## src/rtl/pragmatic_term_encoder_if.sv

```systemverilog
// Weight-in / beat-out handshake bundle for pragmatic_term_encoder.
// master = weight producer and beat consumer side, slave = the encoder.
interface pragmatic_term_encoder_if #(
    parameter int DATA_WIDTH = 8,
    parameter int VEC_LENGTH = 16
);
    logic [VEC_LENGTH-1:0][DATA_WIDTH-1:0] w_in;
    logic                                  w_valid;
    logic                                  w_ready;
    logic [VEC_LENGTH-1:0][1:0]            shift_1st_sel;
    logic [VEC_LENGTH-1:0]                 shift_1st_en;
    logic [VEC_LENGTH-1:0]                 is_neg;
    logic [2:0]                            shift_2nd_sel;
    logic                                  shift_2nd_en;
    logic                                  out_valid;
    logic                                  out_last;
    logic                                  out_ready;

    modport master (
        output w_in, w_valid, out_ready,
        input  w_ready, shift_1st_sel, shift_1st_en, is_neg,
               shift_2nd_sel, shift_2nd_en, out_valid, out_last
    );

    modport slave (
        input  w_in, w_valid, out_ready,
        output w_ready, shift_1st_sel, shift_1st_en, is_neg,
               shift_2nd_sel, shift_2nd_en, out_valid, out_last
    );
endinterface

```

## src/rtl/pragmatic_term_encoder.sv

```systemverilog
// Serializes a weight vector's power-of-two terms into Pragmatic MAC control beats.
// Define PRAGMATIC_ENC_CSD_EN for canonical-signed-digit recoding (default: sign-magnitude).

module pte_lane #(
    parameter int DATA_WIDTH = 8
) (
    input  logic                  clk,
    input  logic                  reset_n,
    input  logic                  load,
    input  logic                  adv,
    input  logic [DATA_WIDTH-1:0] w,
    input  logic [2:0]            p,
    output logic [2:0]            pos,
    output logic                  nonempty,
    output logic                  en_next,
    output logic                  rem_empty,
    output logic [1:0]            sel_q,
    output logic                  en_q,
    output logic                  neg_q
);
    logic [7:0] mag, rec_mask, rec_neg;
    logic [7:0] pend_mask, pend_neg;
    logic [7:0] src_mask, src_neg, rem;
    logic [2:0] diff;

    assign mag = w[7] ? (~w + 8'd1) : w;

`ifdef PRAGMATIC_ENC_CSD_EN
    // NAF of |w| via the (3x ^ x) trick; a negative weight flips every digit's sign.
    logic [7:0] xh, x3, c, np, nm;
    assign xh       = mag >> 1;
    assign x3       = mag + xh;
    assign c        = xh ^ x3;
    assign np       = x3 & c;
    assign nm       = xh & c;
    assign rec_mask = np | nm;
    assign rec_neg  = w[7] ? np : nm;
`else
    assign rec_mask = mag;
    assign rec_neg  = {8{w[7]}};
`endif

    assign src_mask = load ? rec_mask : pend_mask;
    assign src_neg  = load ? rec_neg  : pend_neg;
    assign nonempty = |src_mask;

    always_comb begin
        pos = 3'd0;
        for (int i = 7; i >= 0; i--)
            if (src_mask[i]) pos = 3'(i);
    end

    // p is the minimum over nonempty lanes, so pos - p never wraps here
    assign diff      = pos - p;
    assign en_next   = nonempty & ~diff[2];
    assign rem       = src_mask & ~(8'(en_next) << pos);
    assign rem_empty = ~|rem;

    always_ff @(posedge clk) begin
        if (!reset_n) begin
            pend_mask <= '0;
            pend_neg  <= '0;
            sel_q     <= '0;
            en_q      <= 1'b0;
            neg_q     <= 1'b0;
        end else if (adv) begin
            pend_mask <= rem;
            pend_neg  <= src_neg;
            en_q      <= en_next;
            sel_q     <= en_next ? diff[1:0] : 2'd0;
            neg_q     <= en_next & src_neg[pos];
        end
    end
endmodule

module pragmatic_term_encoder #(
    parameter int DATA_WIDTH = 8,
    parameter int VEC_LENGTH = 16
) (
    input  logic                    clk,
    input  logic                    reset_n,
    pragmatic_term_encoder_if.slave bus
);
    typedef enum logic {IDLE, BUSY} state_t;

    state_t                     state;
    logic                       load, accept, adv;
    logic [2:0]                 p;
    logic [VEC_LENGTH-1:0][2:0] pos;
    logic [VEC_LENGTH-1:0]      nonempty, en_next, rem_empty;
    logic [VEC_LENGTH-1:0][1:0] sel_q;
    logic [VEC_LENGTH-1:0]      en_q, neg_q;
    logic                       out_valid_q, out_last_q, s2_en_q;
    logic [2:0]                 s2_sel_q;

    // Pending registers hold what remains after the beat currently presented,
    // so each beat is computed one cycle early and the outputs stay registered.
    assign load   = bus.w_valid & bus.w_ready;
    assign accept = out_valid_q & bus.out_ready;
    assign adv    = load | accept;

    assign bus.w_ready = reset_n & ((state == IDLE) | (out_last_q & bus.out_ready));

    always_comb begin
        p = 3'd7;
        for (int i = 0; i < VEC_LENGTH; i++)
            if (nonempty[i] && pos[i] < p) p = pos[i];
        if (!(|nonempty)) p = 3'd0;
    end

    for (genvar g = 0; g < VEC_LENGTH; g++) begin : g_lane
        pte_lane #(.DATA_WIDTH(DATA_WIDTH)) u_lane (
            .clk       (clk),
            .reset_n   (reset_n),
            .load      (load),
            .adv       (adv),
            .w         (bus.w_in[g]),
            .p         (p),
            .pos       (pos[g]),
            .nonempty  (nonempty[g]),
            .en_next   (en_next[g]),
            .rem_empty (rem_empty[g]),
            .sel_q     (sel_q[g]),
            .en_q      (en_q[g]),
            .neg_q     (neg_q[g])
        );
    end

    always_ff @(posedge clk) begin
        if (!reset_n) begin
            state       <= IDLE;
            out_valid_q <= 1'b0;
            out_last_q  <= 1'b0;
            s2_sel_q    <= 3'd0;
            s2_en_q     <= 1'b0;
        end else begin
            case (state)
                IDLE: if (load) begin
                    state       <= BUSY;
                    out_valid_q <= 1'b1;
                    out_last_q  <= &rem_empty;
                    s2_sel_q    <= p;
                    s2_en_q     <= |en_next;
                end
                BUSY: if (accept) begin
                    if (load || !out_last_q) begin
                        out_last_q <= &rem_empty;
                        s2_sel_q   <= p;
                        s2_en_q    <= |en_next;
                    end else begin
                        state       <= IDLE;
                        out_valid_q <= 1'b0;
                        out_last_q  <= 1'b0;
                        s2_sel_q    <= 3'd0;
                        s2_en_q     <= 1'b0;
                    end
                end
                default: state <= IDLE;
            endcase
        end
    end

    assign bus.shift_1st_sel = sel_q;
    assign bus.shift_1st_en  = en_q;
    assign bus.is_neg        = neg_q;
    assign bus.shift_2nd_sel = s2_sel_q;
    assign bus.shift_2nd_en  = s2_en_q;
    assign bus.out_valid     = out_valid_q;
    assign bus.out_last      = out_last_q;
endmodule

```

## src/flat_wrapper.sv

```systemverilog
// flat-port wrapper written by rule: the top's interface ports become plain ports
module pragmatic_term_encoder_flat 
#(
    parameter int DATA_WIDTH = 8,
    parameter int VEC_LENGTH = 16
)
  (clk, reset_n, bus_w_in, bus_w_valid, bus_out_ready, bus_w_ready, bus_shift_1st_sel, bus_shift_1st_en, bus_is_neg, bus_shift_2nd_sel, bus_shift_2nd_en, bus_out_valid, bus_out_last);
  pragmatic_term_encoder_if #(.DATA_WIDTH(DATA_WIDTH), .VEC_LENGTH(VEC_LENGTH)) bus_i ();
  input  logic clk;
  input  logic reset_n;
  input wire logic [$bits(bus_i.w_in)-1:0] bus_w_in;
  input wire logic [$bits(bus_i.w_valid)-1:0] bus_w_valid;
  input wire logic [$bits(bus_i.out_ready)-1:0] bus_out_ready;
  output wire logic [$bits(bus_i.w_ready)-1:0] bus_w_ready;
  output wire logic [$bits(bus_i.shift_1st_sel)-1:0] bus_shift_1st_sel;
  output wire logic [$bits(bus_i.shift_1st_en)-1:0] bus_shift_1st_en;
  output wire logic [$bits(bus_i.is_neg)-1:0] bus_is_neg;
  output wire logic [$bits(bus_i.shift_2nd_sel)-1:0] bus_shift_2nd_sel;
  output wire logic [$bits(bus_i.shift_2nd_en)-1:0] bus_shift_2nd_en;
  output wire logic [$bits(bus_i.out_valid)-1:0] bus_out_valid;
  output wire logic [$bits(bus_i.out_last)-1:0] bus_out_last;
  assign bus_i.w_in = bus_w_in;
  assign bus_i.w_valid = bus_w_valid;
  assign bus_i.out_ready = bus_out_ready;
  assign bus_w_ready = bus_i.w_ready;
  assign bus_shift_1st_sel = bus_i.shift_1st_sel;
  assign bus_shift_1st_en = bus_i.shift_1st_en;
  assign bus_is_neg = bus_i.is_neg;
  assign bus_shift_2nd_sel = bus_i.shift_2nd_sel;
  assign bus_shift_2nd_en = bus_i.shift_2nd_en;
  assign bus_out_valid = bus_i.out_valid;
  assign bus_out_last = bus_i.out_last;
  pragmatic_term_encoder #(.DATA_WIDTH(DATA_WIDTH), .VEC_LENGTH(VEC_LENGTH)) u_core (.clk(clk), .reset_n(reset_n), .bus(bus_i));
endmodule
```

## config.mk

```make
export PLATFORM = sky130hd
export DESIGN_NAME = pragmatic_term_encoder_flat
export DESIGN_NICKNAME = d
export VERILOG_FILES = /design/src/rtl/pragmatic_term_encoder_if.sv /design/src/rtl/pragmatic_term_encoder.sv /design/src/flat_wrapper.sv
export SDC_FILE = /design/constraint.sdc
export NUM_CORES = 1
export LEC_CHECK = 0
export CAP_MARGIN = 40
export CORE_ASPECT_RATIO = 0.75
export CORE_UTILIZATION = 66
export CTS_CLUSTER_DIAMETER = 80
export DETAILED_ROUTE_END_ITERATION = 10
export GPL_ROUTABILITY_DRIVEN = 0
export GPL_TIMING_DRIVEN = 0
export PLACE_DENSITY = 0.94
export RECOVER_POWER = 25
export SLEW_MARGIN = 20
export SYNTH_ARGS = -nofsm -noshare
export SYNTH_HDL_FRONTEND = slang
export SYNTH_HIERARCHICAL = 1
export SYNTH_SLANG_ARGS = --single-unit
export TNS_END_PERCENT = 5
```

## constraint.sdc

```tcl
create_clock -name clk -period 40.9 [get_ports clk]
set_input_delay 8.18 -clock clk [delete_from_list [all_inputs] [get_ports clk]]
set_output_delay 8.18 -clock clk [all_outputs]
set_load 0.005 [all_outputs]
```

==> out/qor.csv, run 1 <==
metric,value,unit
Sw Ratio,0.371,
Clk pwr share,0.314,
synth cell count leaders,"dfxtp_1, nor2b_1, a21oi_1",
Mapped Cells,3382,
Leak Pwr,11.5,nW
Crit-path slowest cell,clkbuf_1,
Overflow after GRT,0,
iteration-0 DRC count of the detailed router,3883,
Int Power,0.719,mW
most frequent cell after synthesis,dfxtp_1,
register share of total power,0.295,
"Reg clk slew, reported paths",0.06,ns
YS warnings,6,
fraction of layout cells with a size suffix above 1,0.131,
CTS tree,yes,
Die ar.,43500,sq um
post-CTS resize count,0,
pwr/cell area,35.6,nW/um^2
CP max stage delay,2.03,ns
initial antenna violation count,4,
final net count,3794,
Worst slew margin,-0.845,
Psw,0.424,mW
CP Launch Type,input port,
combinational share of power,0.390,
FMAX,36.9,MHz
worst ir drop on vdd,0.0372,mV
vias,29097,
die width,241,microns
Synth area leader,dfxtp_1,
"antenna viol nets, final",0,
Final min period,27.07,ns
WS Path Type,input port to flip-flop,
Area Overhead vs Synth,13.8,%
Vias/cell,6.91,
max cap viols,3,
largest net degree at the start of global routing,54,
post-synth cell types,125,
final wirelength,86200,microns
RSZ-0062 raised after global routing,no,
GRT Resource Usage Total,0.382,
hold bufs inserted after CTS,0,
first-pass GRT wire length,138000,microns
Placed Cells incl. Taps,4137,
Setup Viol. Count Final,0,
port bufs,179,
Synth Register Bits,327,
CTS max path bufs,3,
Post-Syn Area,28200,sq um
ranking of synthesized cells by area,"dfxtp_1, nor2b_1, mux2i_1, a21oi_1, nor2_1",
row count,65,
Final Worst Setup Slack,13.83,ns
post-synth top area share,0.232,
clock sinks,327,
Detailed Place HPWL,62600,microns
violated checks,"capacitance limit, slew limit",
crit end category,flip-flop,
Tot Pwr,1.14,mW
final setup TNS,0,ns
Post-Syn Area per Cell,8.33,sq um
fin cells,4210,
vias in the first global route,26573,
Core Box Area,42000,sq um
crit path max fanout,53,
chip height,181,microns
First-pass DRT Iterations,9,
Post-Route Skew,0.0363,ns
drt drc,0,
H-tree levels,2,
CP arrival,27.56,ns
crit-path most repeated cell,clkbuf_1,
status,"finished, violations left",
"Req. time, crit path",41.40,ns
Synth async-reset ratio,0,
Worst-Margin Slew,2.77,ns
routed len/inst,20.5,microns
Starting Density,0.670,
hold_ws,0.475,ns
Pins Over Slew Limit,122,
Final Hold Viols,0,
root buf cell,clkbuf_16,
Final period util,0.662,
IO Pins,203,
post-synth net total,3566,
dpl ws,19.05,ns
total CTS buffers,37,
Setup Buffers After CTS,0,
Most used DFF post-synth,dfxtp_1,
Post-synth EDFFs,0,
worst hold path type,flip-flop to flip-flop,
post-synthesis sequential area ratio,0.232,
worst skew pair latency,0.56,ns
-- critical path: cells and delay by family --
kind                     cells  cell delay (ns)
AND/OR/NAND/NOR             17             5.35
XOR/XNOR                     1             0.13
buffers and inverters       10             7.57
AO/OA/AOI/OAI               19             5.12
multiplexers                 2             0.53
adder cells (fa/ha/maj)      3             0.61
-- cell type report --
cell class	count	area, sq um
Clock buffer	50	1080
Buffer	168	883
Inverter	151	591
Sequential cell	327	6550
Multi-Input combinational cell	2736	20100
Tap cell	569	712
Fill cell	2879	9980
Clock inverter	17	230
Timing Repair Buffer	189	1920
Antenna cell	3	7.51
-- cells in the final DEF, fill, tap and decap left out, types with 21 or more instances in the layout --
cell type | synthesis | layout
dfxtp_1 | 327 | 327
nor2b_1 | 264 | 264
a21oi_1 | 244 | 244
nand2_1 | 170 | 170
nor2_1 | 173 | 170
mux2i_1 | 161 | 161
o21ai_0 | 119 | 119
inv_1 | 119 | 118
nand3_1 | 111 | 111
clkdlybuf4s50_1 | 0 | 108
a31oi_1 | 101 | 101
clkbuf_1 | 78 | 97
nand2b_1 | 83 | 83
a21boi_0 | 75 | 75
nor3_1 | 72 | 72
dlygate4sd3_1 | 0 | 70
nand3b_1 | 69 | 69
and2_1 | 69 | 69
o211ai_1 | 50 | 50
clkbuf_16 | 0 | 39
xnor2_1 | 39 | 39
ha_1 | 36 | 36
o31a_1 | 36 | 36
buf_2 | 34 | 35
o221ai_1 | 34 | 34
mux2_2 | 34 | 34
a21o_1 | 30 | 30
a221oi_1 | 28 | 28
nor3b_1 | 27 | 27
nor4_1 | 24 | 24
nand4_1 | 23 | 23
o32a_1 | 23 | 23
inv_2 | 23 | 23
buf_6 | 31 | 21
-- stage by stage --
step,cell area (sq um),util
6_report,32100,0.763
5_1_grt,32100,0.763
4_1_cts,32200,0.765
3_5_place_dp,30900,0.734
3_3_place_gp,30700,0.730
2_1_floorplan,28200,-
-- flip-flops by register name (all words and copies together) (netlist names) --
signal and cells:
u_core/bus.out_last 1, u_core/bus.out_valid 1, u_core/bus.shift_2nd_en 1, u_core/bus.shift_2nd_sel 3, u_core/g_lane.u_lane/en_q 16, u_core/g_lane.u_lane/neg_q 16
u_core/g_lane.u_lane/pend_mask 128, u_core/g_lane.u_lane/pend_neg 128, u_core/g_lane.u_lane/sel_q 32, u_core/state 1
-- metal layers --
| layer | vias up | track usage | wire (microns) |
|---|---|---|---|
| li1 | 13268 | - | - |
| met3 | 353 | 0.0892 | 10300 |
| met4 | 2 | 0.165 | 3870 |
| met2 | 1860 | 0.561 | 36000 |
| met5 | - | 0 | 13 |
| met1 | 13614 | 0.532 | 36000 |
-- power groups by stage --
stage	Sequential, mW	Combinational, mW	Clock (mW)
4_1_cts	0.337	0.432	0.363
6_report	0.338	0.446	0.359
3_3_place_gp	0.344	0.409	0
2_1_floorplan	0.342	0.297	0
5_1_grt	0.338	0.475	0.376
3_5_place_dp	0.344	0.426	0
-- worst paths after layout --
path                                                        from                                to  slack [ns]  cells past startpoint
worst max register to register               u_core/bus.out_last               u_core/bus.out_last       24.30                     50
worst min register to register  u_core/g_lane[3].u_lane/sel_q[1]  u_core/g_lane[3].u_lane/sel_q[1]        0.47                      2
worst min-delay path            u_core/g_lane[3].u_lane/sel_q[1]  u_core/g_lane[3].u_lane/sel_q[1]        0.47                      2
worst max-delay path                                     reset_n               u_core/bus.out_last       13.83                     52
-- cell families (layout without fill, tap and decap cells) --
| family | after synthesis | in the layout | synth area share |
|---|---|---|---|
| simple gates | 1364 | 1364 | 0.300 |
| compound gates | 1054 | 1054 | 0.287 |
| flops | 327 | 327 | 0.232 |
| buf+inv | 319 | 575 | 0.0552 |
| mux | 210 | 210 | 0.0806 |
| xor+xnor | 55 | 55 | 0.0171 |
| fa+ha+maj | 53 | 53 | 0.0277 |
| other cells | 0 | 3 | 0 |
Power figures use the tool's default switching activity.
==> run 2, diff against run 1 <==
Settings changed: CORE_UTILIZATION 66 to 61, PLACE_DENSITY 0.94 to 0.88.
Clock period 40.9 ns to 26.8 ns, I/O delays scaled along.
==> out/qor.csv, run 2 (synthesis results as in run 1) <==
metric,value,unit,change
Die ar.,47100,sq um,"was 43,500 sq um"
crit path max fanout,53,,unchanged
CTS tree,yes,,unchanged
RSZ-0062 raised after global routing,no,,unchanged
FMAX,46.4,MHz,
worst hold path type,flip-flop to flip-flop,,unchanged
"Req. time, crit path",27.28,ns,was 41.40 ns
Setup Viol. Count Final,0,,unchanged
buffers and inverters on the worst path,9,,was 10
drt drc,0,,unchanged
root buf cell,clkbuf_16,,unchanged
iteration-0 DRC count of the detailed router,3640,,"was 3,883"
CP Launch Type,input port,,unchanged
status,"finished, violations left",,unchanged
max cap viols,1,,was 3
CP top delay family,compound AO/OA/AOI/OAI gates,,was buffers and inverters
clock sinks,327,,unchanged
Core Box Area,45100,sq um,"was 42,000 sq um"
fin cells,4228,,"was 4,210"
row count,67,,was 65
violated checks,"capacitance limit, slew limit",,unchanged
die width,250,microns,was 241 microns
Pins Over Slew Limit,34,,was 122
FILL cells,3475,,"was 2,879"
total CTS buffers,36,,was 37
Setup Buffers After CTS,0,,unchanged
hold bufs inserted after CTS,0,,unchanged
post-layout util,0.711,,was 0.763
vias in the first global route,26073,,was 26.6k
Post-Route Skew,0.0199,ns,was 0.0363 ns
Starting Density,0.625,,was 0.670
Detailed Place HPWL,62400,microns,"was 62,600 microns"
Overflow after GRT,0,,unchanged
Crit-path slowest cell,clkbuf_1,,unchanged
final net count,3797,,"was 3,794"
final setup TNS,0,ns,unchanged
"Reg clk slew, reported paths",0.06,ns,about the same
Leak Pwr,11.5,nW,about the same
CTS max path bufs,3,,unchanged
Placed Cells incl. Taps,4154,,"was 4,137"
chip height,188,microns,was 181 microns
Top Registers,"u_core/g_lane.u_lane/pend_mask: 128 flops, u_core/g_lane.u_lane/pend_neg: 128 flops, u_core/g_lane.u_lane/sel_q: 32 flops",,unchanged
initial antenna violation count,5,,was 4
most frequent cells in the layout,"dfxtp_1, nor2b_1, a21oi_1",,unchanged
Final Hold Viols,0,,unchanged
Worst slew margin,-0.628,,was -0.845
worst skew pair latency,0.55,ns,was 0.56 ns
hold_ws,0.468,ns,was 0.475 ns
vias,28601,,was 29.1k
fraction of layout cells with a size suffix above 1,0.135,,was 0.131
Worst-Margin Slew,2.44,ns,was 2.77 ns
post-CTS resize count,0,,unchanged
worst ir drop on vdd,0.0477,mV,was 0.0372 mV
crit end category,flip-flop,,unchanged
largest net degree at the start of global routing,54,,unchanged
H-tree levels,2,,unchanged
dpl ws,7.80,ns,was 19.05 ns
final wirelength,83800,microns,"was 86,200 microns"
Final period util,0.804,,
CP max stage delay,1.80,ns,was 2.03 ns
port bufs,179,,unchanged
GRT Resource Usage Total,0.339,,was 0.382
routed len/inst,19.8,microns,was 20.5 microns
"antenna viol nets, final",0,,unchanged
pwr/cell area,53.1,nW/um^2,was 35.6 nW/um^2
CP arrival,22.03,ns,was 27.56 ns
WS Path Type,input port to flip-flop,,unchanged
Final Worst Setup Slack,5.26,ns,was 13.83 ns
"most common cell after layout, fill and taps aside",dfxtp_1,,unchanged
IO Pins,203,,unchanged
Final min period,21.54,ns,
Area Overhead vs Synth,13.8,%,about the same
Vias/cell,6.76,,was 6.91
First-pass DRT Iterations,9,,unchanged
first-pass GRT wire length,134000,microns,"was 138,000 microns"
[run 2: area by class of cell]
type / instances / area, sq um / share of cell area
inverters: 151 / 592 / 0.0184
multi-input cells: 2736 / 20100 / 0.627
plain buffers: 168 / 958 / 0.0299
clock buffers: 46 / 1010 / 0.0315
well taps: 586 / 733 / 0.0229
repair buffers: 193 / 1950 / 0.0608
diodes: 3 / 7.51 / 0.000234
flip-flops and latches: 327 / 6550 / 0.204
clock inverters: 18 / 185 / 0.00577
[run 2: path summary, 6_finish.rpt]
check / from / endpoint / slack, ns / cells after the start
setup / recovery: reset_n / u_core/bus.out_last / 5.26 / 51
hold / removal: u_core/g_lane[13].u_lane/neg_q / u_core/g_lane[13].u_lane/neg_q / 0.47 / 2
setup reg to reg: u_core/bus.out_last / u_core/bus.out_last / 12.77 / 49
hold reg to reg: u_core/g_lane[13].u_lane/neg_q / u_core/g_lane[13].u_lane/neg_q / 0.47 / 2
[run 2: per-stage QoR]
step           power [mW]  instance area, sq um
2_1_floorplan       0.975                 28200
3_3_place_gp         1.15                 30700
3_5_place_dp         1.18                 30900
4_1_cts              1.69                 32100
5_1_grt              1.78                 32100
6_report             1.70                 32100
[run 2: where the power goes]
group	leakage, nW	switching, mW	internal, mW
registers	2.64	0.0122	0.503
clock network	0.592	0.215	0.297
logic	8.24	0.413	0.263
[run 2: routing by layer]
metal,track usage,share of wire,up-vias
met5,0,0.00032,-
met4,0.113,0.032,4
met3,0.0733,0.11,258
met2,0.501,0.42,1657
met1,0.485,0.44,13404
li1,-,-,13278
[run 2: tightest hold or removal path: stages (launching register included)]
cell      delay, ns
dfxtp_1        0.30
nand3b_1       0.07
o21ai_1        0.05
